### config.mk
export PLATFORM = sky130hd
export DESIGN_NAME = edit_input_conditioner
export DESIGN_NICKNAME = d
export VERILOG_FILES = /design/src/rtl/edit_input_conditioner.sv
export SDC_FILE = /design/constraint.sdc
export NUM_CORES = 1
export LEC_CHECK = 0
export ABC_AREA = 1
export BUFFER_PORTS_ARGS = -buffer_cell sky130_fd_sc_hd__clkbuf_2
export CAP_MARGIN = 10
export CORE_ASPECT_RATIO = 1.25
export CORE_MARGIN = 2
export CORE_UTILIZATION = 35
export CTS_CLUSTER_SIZE = 10
export DETAILED_ROUTE_END_ITERATION = 12
export PLACE_DENSITY = 0.58
export SLEW_MARGIN = 20
export SYNTH_ARGS = -nofsm -noshare
export SYNTH_HDL_FRONTEND = slang
export SYNTH_SLANG_ARGS = --single-unit
export TNS_END_PERCENT = 20
### constraint.sdc
create_clock -name clk -period 3.3 [get_ports clk]
set_clock_uncertainty 0.05 [all_clocks]
set_input_delay 0 -clock clk [delete_from_list [all_inputs] [get_ports clk]]
set_output_delay 0 -clock clk [all_outputs]
set_load 0.03 [all_outputs]
### src/rtl/edit_input_conditioner.sv
// Switch/button front end for the alarm-clock CPU: 2-FF sync, debounce, and per-button
// press/auto-repeat event generation with pulse stretching.
module edit_input_conditioner #(
  parameter int unsigned N_SW            = 3,
  parameter int unsigned N_BTN           = 2,
  parameter bit          BTN_ACTIVE_LOW  = 1'b1,
  parameter int unsigned DEBOUNCE_CYCLES = 500000,
  parameter int unsigned REPEAT_DELAY    = 25000000,
  parameter int unsigned REPEAT_RATE     = 5000000,
  parameter int unsigned STRETCH_CYCLES  = 1000
) (
  input  logic             clk,
  input  logic             reset,
  input  logic [N_SW-1:0]  sw_raw,
  input  logic [N_BTN-1:0] btn_raw,
  output logic [N_SW-1:0]  sw_states,
  output logic [N_BTN-1:0] btn_edit,
  output logic [N_BTN-1:0] btn_level
);

  localparam int unsigned N_IN    = N_SW + N_BTN;
  localparam int unsigned MAX_RPT = (REPEAT_DELAY > REPEAT_RATE) ? REPEAT_DELAY : REPEAT_RATE;
  localparam int unsigned MAX_DR  = (DEBOUNCE_CYCLES > MAX_RPT) ? DEBOUNCE_CYCLES : MAX_RPT;
  localparam int unsigned MAX_P   = (STRETCH_CYCLES > MAX_DR) ? STRETCH_CYCLES : MAX_DR;
  localparam int unsigned CW      = $clog2(MAX_P + 1);

  localparam logic [CW-1:0] DB_LAST = CW'(DEBOUNCE_CYCLES - 1);
  localparam logic [CW-1:0] RD_LAST = CW'(REPEAT_DELAY - 1);
  localparam logic [CW-1:0] RR_LAST = CW'(REPEAT_RATE - 1);
  localparam logic [CW-1:0] ST_LOAD = CW'(STRETCH_CYCLES);
  localparam logic [CW-1:0] CNT_ONE = CW'(1);

  // Raw pin value of each input when inactive; also the polarity-normalising XOR mask.
  localparam logic [N_IN-1:0] IN_INACTIVE = {{N_BTN{BTN_ACTIVE_LOW}}, {N_SW{1'b0}}};

  typedef enum logic [1:0] {
    StIdle,
    StHold,
    StRpt
  } btn_state_e;

  logic [N_IN-1:0] r_sync1;
  logic [N_IN-1:0] r_sync2;
  logic [N_IN-1:0] w_sync;
  logic [N_IN-1:0] w_deb;
  logic [N_IN-1:0] r_out;

  always_ff @(posedge clk) begin
    if (!reset) begin
      r_sync1 <= IN_INACTIVE;
      r_sync2 <= IN_INACTIVE;
    end else begin
      r_sync1 <= {btn_raw, sw_raw};
      r_sync2 <= r_sync1;
    end
  end

  assign w_sync = r_sync2 ^ IN_INACTIVE;

  for (genvar g = 0; g < N_IN; g++) begin : g_deb
    logic [CW-1:0] r_dcnt;
    logic          r_deb;

    always_ff @(posedge clk) begin
      if (!reset) begin
        r_dcnt <= '0;
        r_deb  <= 1'b0;
      end else if (w_sync[g] == r_deb) begin
        r_dcnt <= '0;
      end else if (r_dcnt == DB_LAST) begin
        r_deb  <= w_sync[g];
        r_dcnt <= '0;
      end else begin
        r_dcnt <= r_dcnt + CNT_ONE;
      end
    end

    assign w_deb[g] = r_deb;
  end

  // Output stage keeps level outputs aligned with the stretched event outputs.
  always_ff @(posedge clk) begin
    if (!reset) begin
      r_out <= '0;
    end else begin
      r_out <= w_deb;
    end
  end

  assign sw_states = r_out[N_SW-1:0];
  assign btn_level = r_out[N_IN-1:N_SW];

  for (genvar b = 0; b < N_BTN; b++) begin : g_btn
    btn_state_e    r_state;
    btn_state_e    w_state_nx;
    logic [CW-1:0] r_rcnt;
    logic [CW-1:0] w_rcnt_nx;
    logic [CW-1:0] r_scnt;
    logic          w_event;
    logic          w_lvl;

    assign w_lvl = w_deb[N_SW + b];

    // Release has priority over a repeat falling on the same cycle.
    always_comb begin
      w_state_nx = r_state;
      w_rcnt_nx  = r_rcnt;
      w_event    = 1'b0;
      unique case (r_state)
        StIdle: begin
          if (w_lvl) begin
            w_event    = 1'b1;
            w_rcnt_nx  = '0;
            w_state_nx = StHold;
          end
        end
        StHold: begin
          if (!w_lvl) begin
            w_rcnt_nx  = '0;
            w_state_nx = StIdle;
          end else if (r_rcnt == RD_LAST) begin
            w_event    = 1'b1;
            w_rcnt_nx  = '0;
            w_state_nx = StRpt;
          end else begin
            w_rcnt_nx  = r_rcnt + CNT_ONE;
          end
        end
        StRpt: begin
          if (!w_lvl) begin
            w_rcnt_nx  = '0;
            w_state_nx = StIdle;
          end else if (r_rcnt == RR_LAST) begin
            w_event    = 1'b1;
            w_rcnt_nx  = '0;
          end else begin
            w_rcnt_nx  = r_rcnt + CNT_ONE;
          end
        end
        default: begin
          w_rcnt_nx  = '0;
          w_state_nx = StIdle;
        end
      endcase
    end

    always_ff @(posedge clk) begin
      if (!reset) begin
        r_state <= StIdle;
        r_rcnt  <= '0;
        r_scnt  <= '0;
      end else begin
        r_state <= w_state_nx;
        r_rcnt  <= w_rcnt_nx;
        if (w_event) begin
          r_scnt <= ST_LOAD;
        end else if (r_scnt != '0) begin
          r_scnt <= r_scnt - CNT_ONE;
        end
      end
    end

    assign btn_edit[b] = (r_scnt != '0);
  end

endmodule

======== After elaboration in Yosys (flattened, before gate mapping) ========
Cells that the tools add are included.
word-level totals
  register bits after elaboration ......... 249
  input port bits ......................... 7
  output and inout port bits .............. 7
  logic and storage cells ................. 119
operators by class
  add/subtract/negate cells ............... 9
  equality and inequality tests ........... 24
  mux-type cells .......................... 38
  bitwise logic cells ..................... 7
  reduce and logical (&&, ||, !) cells .... 20
operators with widths
  operator                                                              count
  25-bit 2-to-1 mux                                                     10
  25-bit by 1-bit adder with 25-bit output, second input constant       7
  25-bit one-hot mux with 3 select lines                                2
  25-bit by 19-bit == test with 1-bit output, second input constant     5
  25-bit by 23-bit == test with 1-bit output, second input constant     2
  25-bit == test, second input constant                                 2
  25-bit nonzero test                                                   2
  25-bit by 1-bit subtractor with 25-bit output, second input constant  2
  10-bit 2-to-1 mux                                                     4
  2-bit 2-to-1 mux                                                      8
  3-bit OR reduction                                                    5
  2-bit one-hot mux with 3 select lines                                 2
  1-bit 2-to-1 mux                                                      10
  2-bit AND reduction                                                   5
  2-bit != test, second input constant                                  4
  3-bit != test, second input constant                                  2
  1-bit inverter                                                        6
  1-bit one-hot mux with 3 select lines                                 2
  3-bit AND reduction                                                   2
  1-bit == test                                                         5
  2-bit by 1-bit == test with 1-bit output, second input constant       2
  2-bit == test, second input constant                                  2
  2-bit zero test                                                       2
  2-bit nonzero test                                                    2
  2 further kinds                                                       3

======== Logic depth before layout (Yosys ltp) ========
  depth after elaboration ................. 5
  gate-level depth with buffers ........... 13
  depth with buffers taken out ............ 13

======== Least setup slack after synthesis ========
OpenSTA, ideal clock, no wires.
  path kind ............................... flip-flop to flip-flop
  start point ............................. register g_deb[4].r_dcnt[0]
  end point ............................... register g_deb[4].r_dcnt[16]
  library setup time ...................... 0.120 ns
  data arrival time ....................... 1.461 ns
  data required time ...................... 3.130 ns
  path slack .............................. 1.669 ns
  cell stages (with the launch flop) ...... 10
  path buffers ............................ 1
  period minus slack after synthesis ...... 1.631 ns
  cells stage by stage .................... dfxtp_1 > ha_1 > nand2_1 > inv_1 > nand2_1 > nor4_2 > nand4_1 > nand3_2 > buf_4 > nor3_1
on the way
  cells in the longest elaborated chain, start to end .. 2
  elaborated cells between the ends (all ways) .. 3
  those cells by class .................... add/sub (1); eq/ne (1); reduce/logical (1)
ends and longest elaborated chain
  item                                                                                              RTL line  RTL
  from (decl)                                                                                       61        logic [CW-1:0] r_dcnt;
  from (signal assigned)                                                                            74        r_dcnt <= r_dcnt + CNT_ONE;
  parallel branches: the longest is 2 deep, another holds 25-bit by 1-bit adder with 25-bit output  -
Parallel ways; which one is timed is not known.
A chain may end at the register's enable or synchronous reset.

======== Worst setup path after layout ========
  start point ............................. register g_deb[0].r_dcnt[0]
  end point ............................... register g_deb[0].r_dcnt[2]
on the way
  cells in the longest elaborated chain, start to end .. 2
  elaborated cells between the ends (all ways) .. 3
  those cells by class .................... add/sub (1); eq/ne (1); reduce/logical (1)
ends and longest elaborated chain
  item                                                                                              RTL line
  from (decl)                                                                                       61
  from (signal assigned)                                                                            74
  parallel branches: the longest is 2 deep, another holds 25-bit by 1-bit adder with 25-bit output  -
Parallel ways; which one is timed is not known.

==> metrics <==
status=finished, final reports clean; Chip Width=178 um; Crit Path Category=reg -> reg; post-route minimum period=2230 ps; worst hold path stage count=4; Routed Antenna Nets=0; Final period util=0.676; Fin Setup TNS=0 ps; critical-path cell list=ha_1 > nand3_1 > nor2_1 > nand4_1 > nand3_1 > nor3b_1; CTS Buffer Depth=3; First-pass DRT Iterations=5; CP most frequent cell=nand3_1; worst reg2reg setup slack=1070 ps; Hold Path End=r_sync1[2]; Netlist cell types=51; max cap viols=0; number of remaining DRC errors=0; All-Layer GR Usage=0.147; H-tree levels=1; Worst-path clk slew=60 ps; most common cell in the netlist=nand2_1; Detailed Route WL=28.5 mm; Slew headroom=0.358; #FFs+latches synth=249; Internal=6.02 mW; Min-Delay Path Class=in -> reg; Synth area leader=dfxtp_1; slowest cell on the critical path=nand3_1; Initial Util=0.355; first-pass GRT wire length=50.0 mm; row count=79; most frequent cells after synthesis=nand2_1 (402), nor2_1 (353), dfxtp_1 (249); reg2reg path depth=6; grt ovf=0; worst-margin pin slew=961 ps; final setup fails=0; crit-path max cell delay=680 ps; r2r endpoint=g_deb[0].r_dcnt[2]; Syn Nets=1942; Die Y=221 um; diode count=0; boundary pin count=14; Critical Path RT=3690 ps; Syn. warnings=0; clock group share of total power=0.302; DR vias=11700; Slew Viols, Final=0; pin count of the biggest net entering global routing=26; port buffer count=13; worst skew pair latency=540 ps; worst vdd ir=0.000439 V; Filler Cells Inserted=3914; critical path launch point type=flop; setup slack after layout=1070 ps; post-synthesis cell count=1915; power share of the sequential group=0.388; vias in the first global route=11200; clock sink count=249; Post-synth ARST share=0; post-synthesis sequential area ratio=0.377; worst r2r src=g_deb[0].r_dcnt[0]; Net Sw Frac=0.343; P_sw=3.15 mW; area of the core=37300 sq um; overall power=9.17 mW; final hold viol count=0; initial antenna violation count=0; top post-synthesis cells by area=dfxtp_1 (38%), nand2_1 (11%), nor2_1 (10%), inv_1 (6.6%), xor2_1 (4.4%); EDFF count, synth=0; Initial DRC Count=433; WL/cell=11.7 um; RSZ-0062 raised after global routing=no; Final Net Count=1969; share of layout cells above drive strength 1=0.0836; CTS Root Cell=clkbuf_16; Total Die Area=39400 sq um; hpwl dp=21.1 mm; DP Worst Slack=1060 ps; Final Util=0.391; CP Capture Type=flop; P per Cell Area=630 nW/um^2; worst min-delay path startpoint=sw_raw[2]; CTS Buf Count=29; vias per cell=4.80; Post-synth top flop=dfxtp_1; Layout area overhead=10.1%; setup bufs post-CTS=0; Highest Clock Rate=449 MHz; Final Wtd Congestion=0.860; Comb pwr share=0.310; CTS tree=built; P_leak=5.32 nW; FF+latch area=4980 sq um; Worst EP arrival=2620 ps; crit path max fanout=25; Multi-input gate area=7150 sq um; syn avg cell area=6.91 sq um; Post-Syn Area=13200 sq um; Synth top area share=0.377
==> area by class of cell <==
| type | instances | area share |
|---|---|---|
| clock buffer | 38 | 0.0535 |
| timing repair buffer | 23 | 0.0107 |
| multi-input combinational | 1404 | 0.491 |
| tap | 486 | 0.0418 |
| sequential | 249 | 0.342 |
| inverter | 235 | 0.0606 |
==> power by group through the flow <==
stage | Combinational [mW] | Clock (mW) | Sequential (mW)
3_3_place_gp | 2.84 | 0 | 3.62
6_report | 2.84 | 2.77 | 3.56
2_1_floorplan | 2.37 | 0 | 3.56
3_5_place_dp | 2.85 | 0 | 3.62
5_1_grt | 3.33 | 3.00 | 3.60
4_1_cts | 2.87 | 2.89 | 3.56
==> placed cells by master, fill, tap and decap left out, types with 36 or more instances in the layout <==
cell type | netlist | layout
nand4_1 | 50 | 50
a21oi_1 | 75 | 75
inv_1 | 231 | 231
nor2_1 | 353 | 353
xor2_1 | 67 | 67
nor3_1 | 85 | 85
xnor2_1 | 36 | 36
dfxtp_1 | 249 | 249
nand3_1 | 117 | 117
nand2_1 | 402 | 402
==> registers in the layout, indices dropped and copies added (netlist names) <==
register       flops
g_btn.r_state      4
g_btn.w_lvl        2
g_deb.r_dcnt     125
r_sync2            5
g_btn.r_rcnt      50
g_btn.r_scnt      50
r_out              5
g_deb.r_deb        3
r_sync1            5
==> repair_timing <==
| item | 4_1_cts | 5_1_grt |
|---|---|---|
| endpoints found under the setup margin | 0 | 0 |
| hold endpoints to repair | 6 | 0 |
| hold buffers | 6 | 0 |
| gates resized for setup | 0 | 0 |
==> cells by family after synthesis <==
logic type	synth area share
xor+xnor	0.0682
fa+ha+maj	0.0189
flops	0.377
simple gates	0.404
compound gates	0.0497
buf+inv	0.0826
==> through the flow <==
| step | cell area [sq um] | hold WS [ps] | std cells |
|---|---|---|---|
| finish | 14600 | 133 | 2435 |
| floorplan | 13200 | 47.6 | 1915 |
| global placement | 13700 | 133 | 2391 |
| CTS | 14600 | 99.6 | 2435 |
| detailed placement | 13700 | 137 | 2391 |
| global route | 14600 | 139 | 2435 |
==> routing by layer <==
| layer | up-vias | global-route usage | share of wire |
|---|---|---|---|
| li1 | 6154 | - | - |
| met1 | 5326 | 0.182 | 0.45 |
| met2 | 155 | 0.263 | 0.50 |
| met3 | 51 | 0.0201 | 0.033 |
| met4 | 0 | 0.0436 | 0.020 |
| met5 | - | 0 | 0 |
==> worst max-delay path, delay by kind of cell, from the launching register on <==
family	cells	cell delay, ps
fa+ha+maj	1	220
flops	1	320
simple gates	5	1530
==> worst max path at each step <==
stage	endpoint	startpoint	cells past startpoint	slack, ps
final	g_deb[0].r_dcnt[2]	g_deb[0].r_dcnt[0]	6	1070
after global routing	g_btn[1].r_scnt[1]	g_btn[1].r_scnt[0]	9	750
after CTS	g_btn[1].r_scnt[1]	g_btn[1].r_scnt[0]	9	1030
after detailed placement	g_btn[1].r_scnt[1]	g_btn[1].r_scnt[0]	9	1060
after global placement	g_btn[1].r_scnt[1]	g_btn[1].r_scnt[0]	9	1100
after floorplan	g_deb[4].r_dcnt[16]	g_deb[4].r_dcnt[0]	9	1670
(Power assumes the default switching activity.)
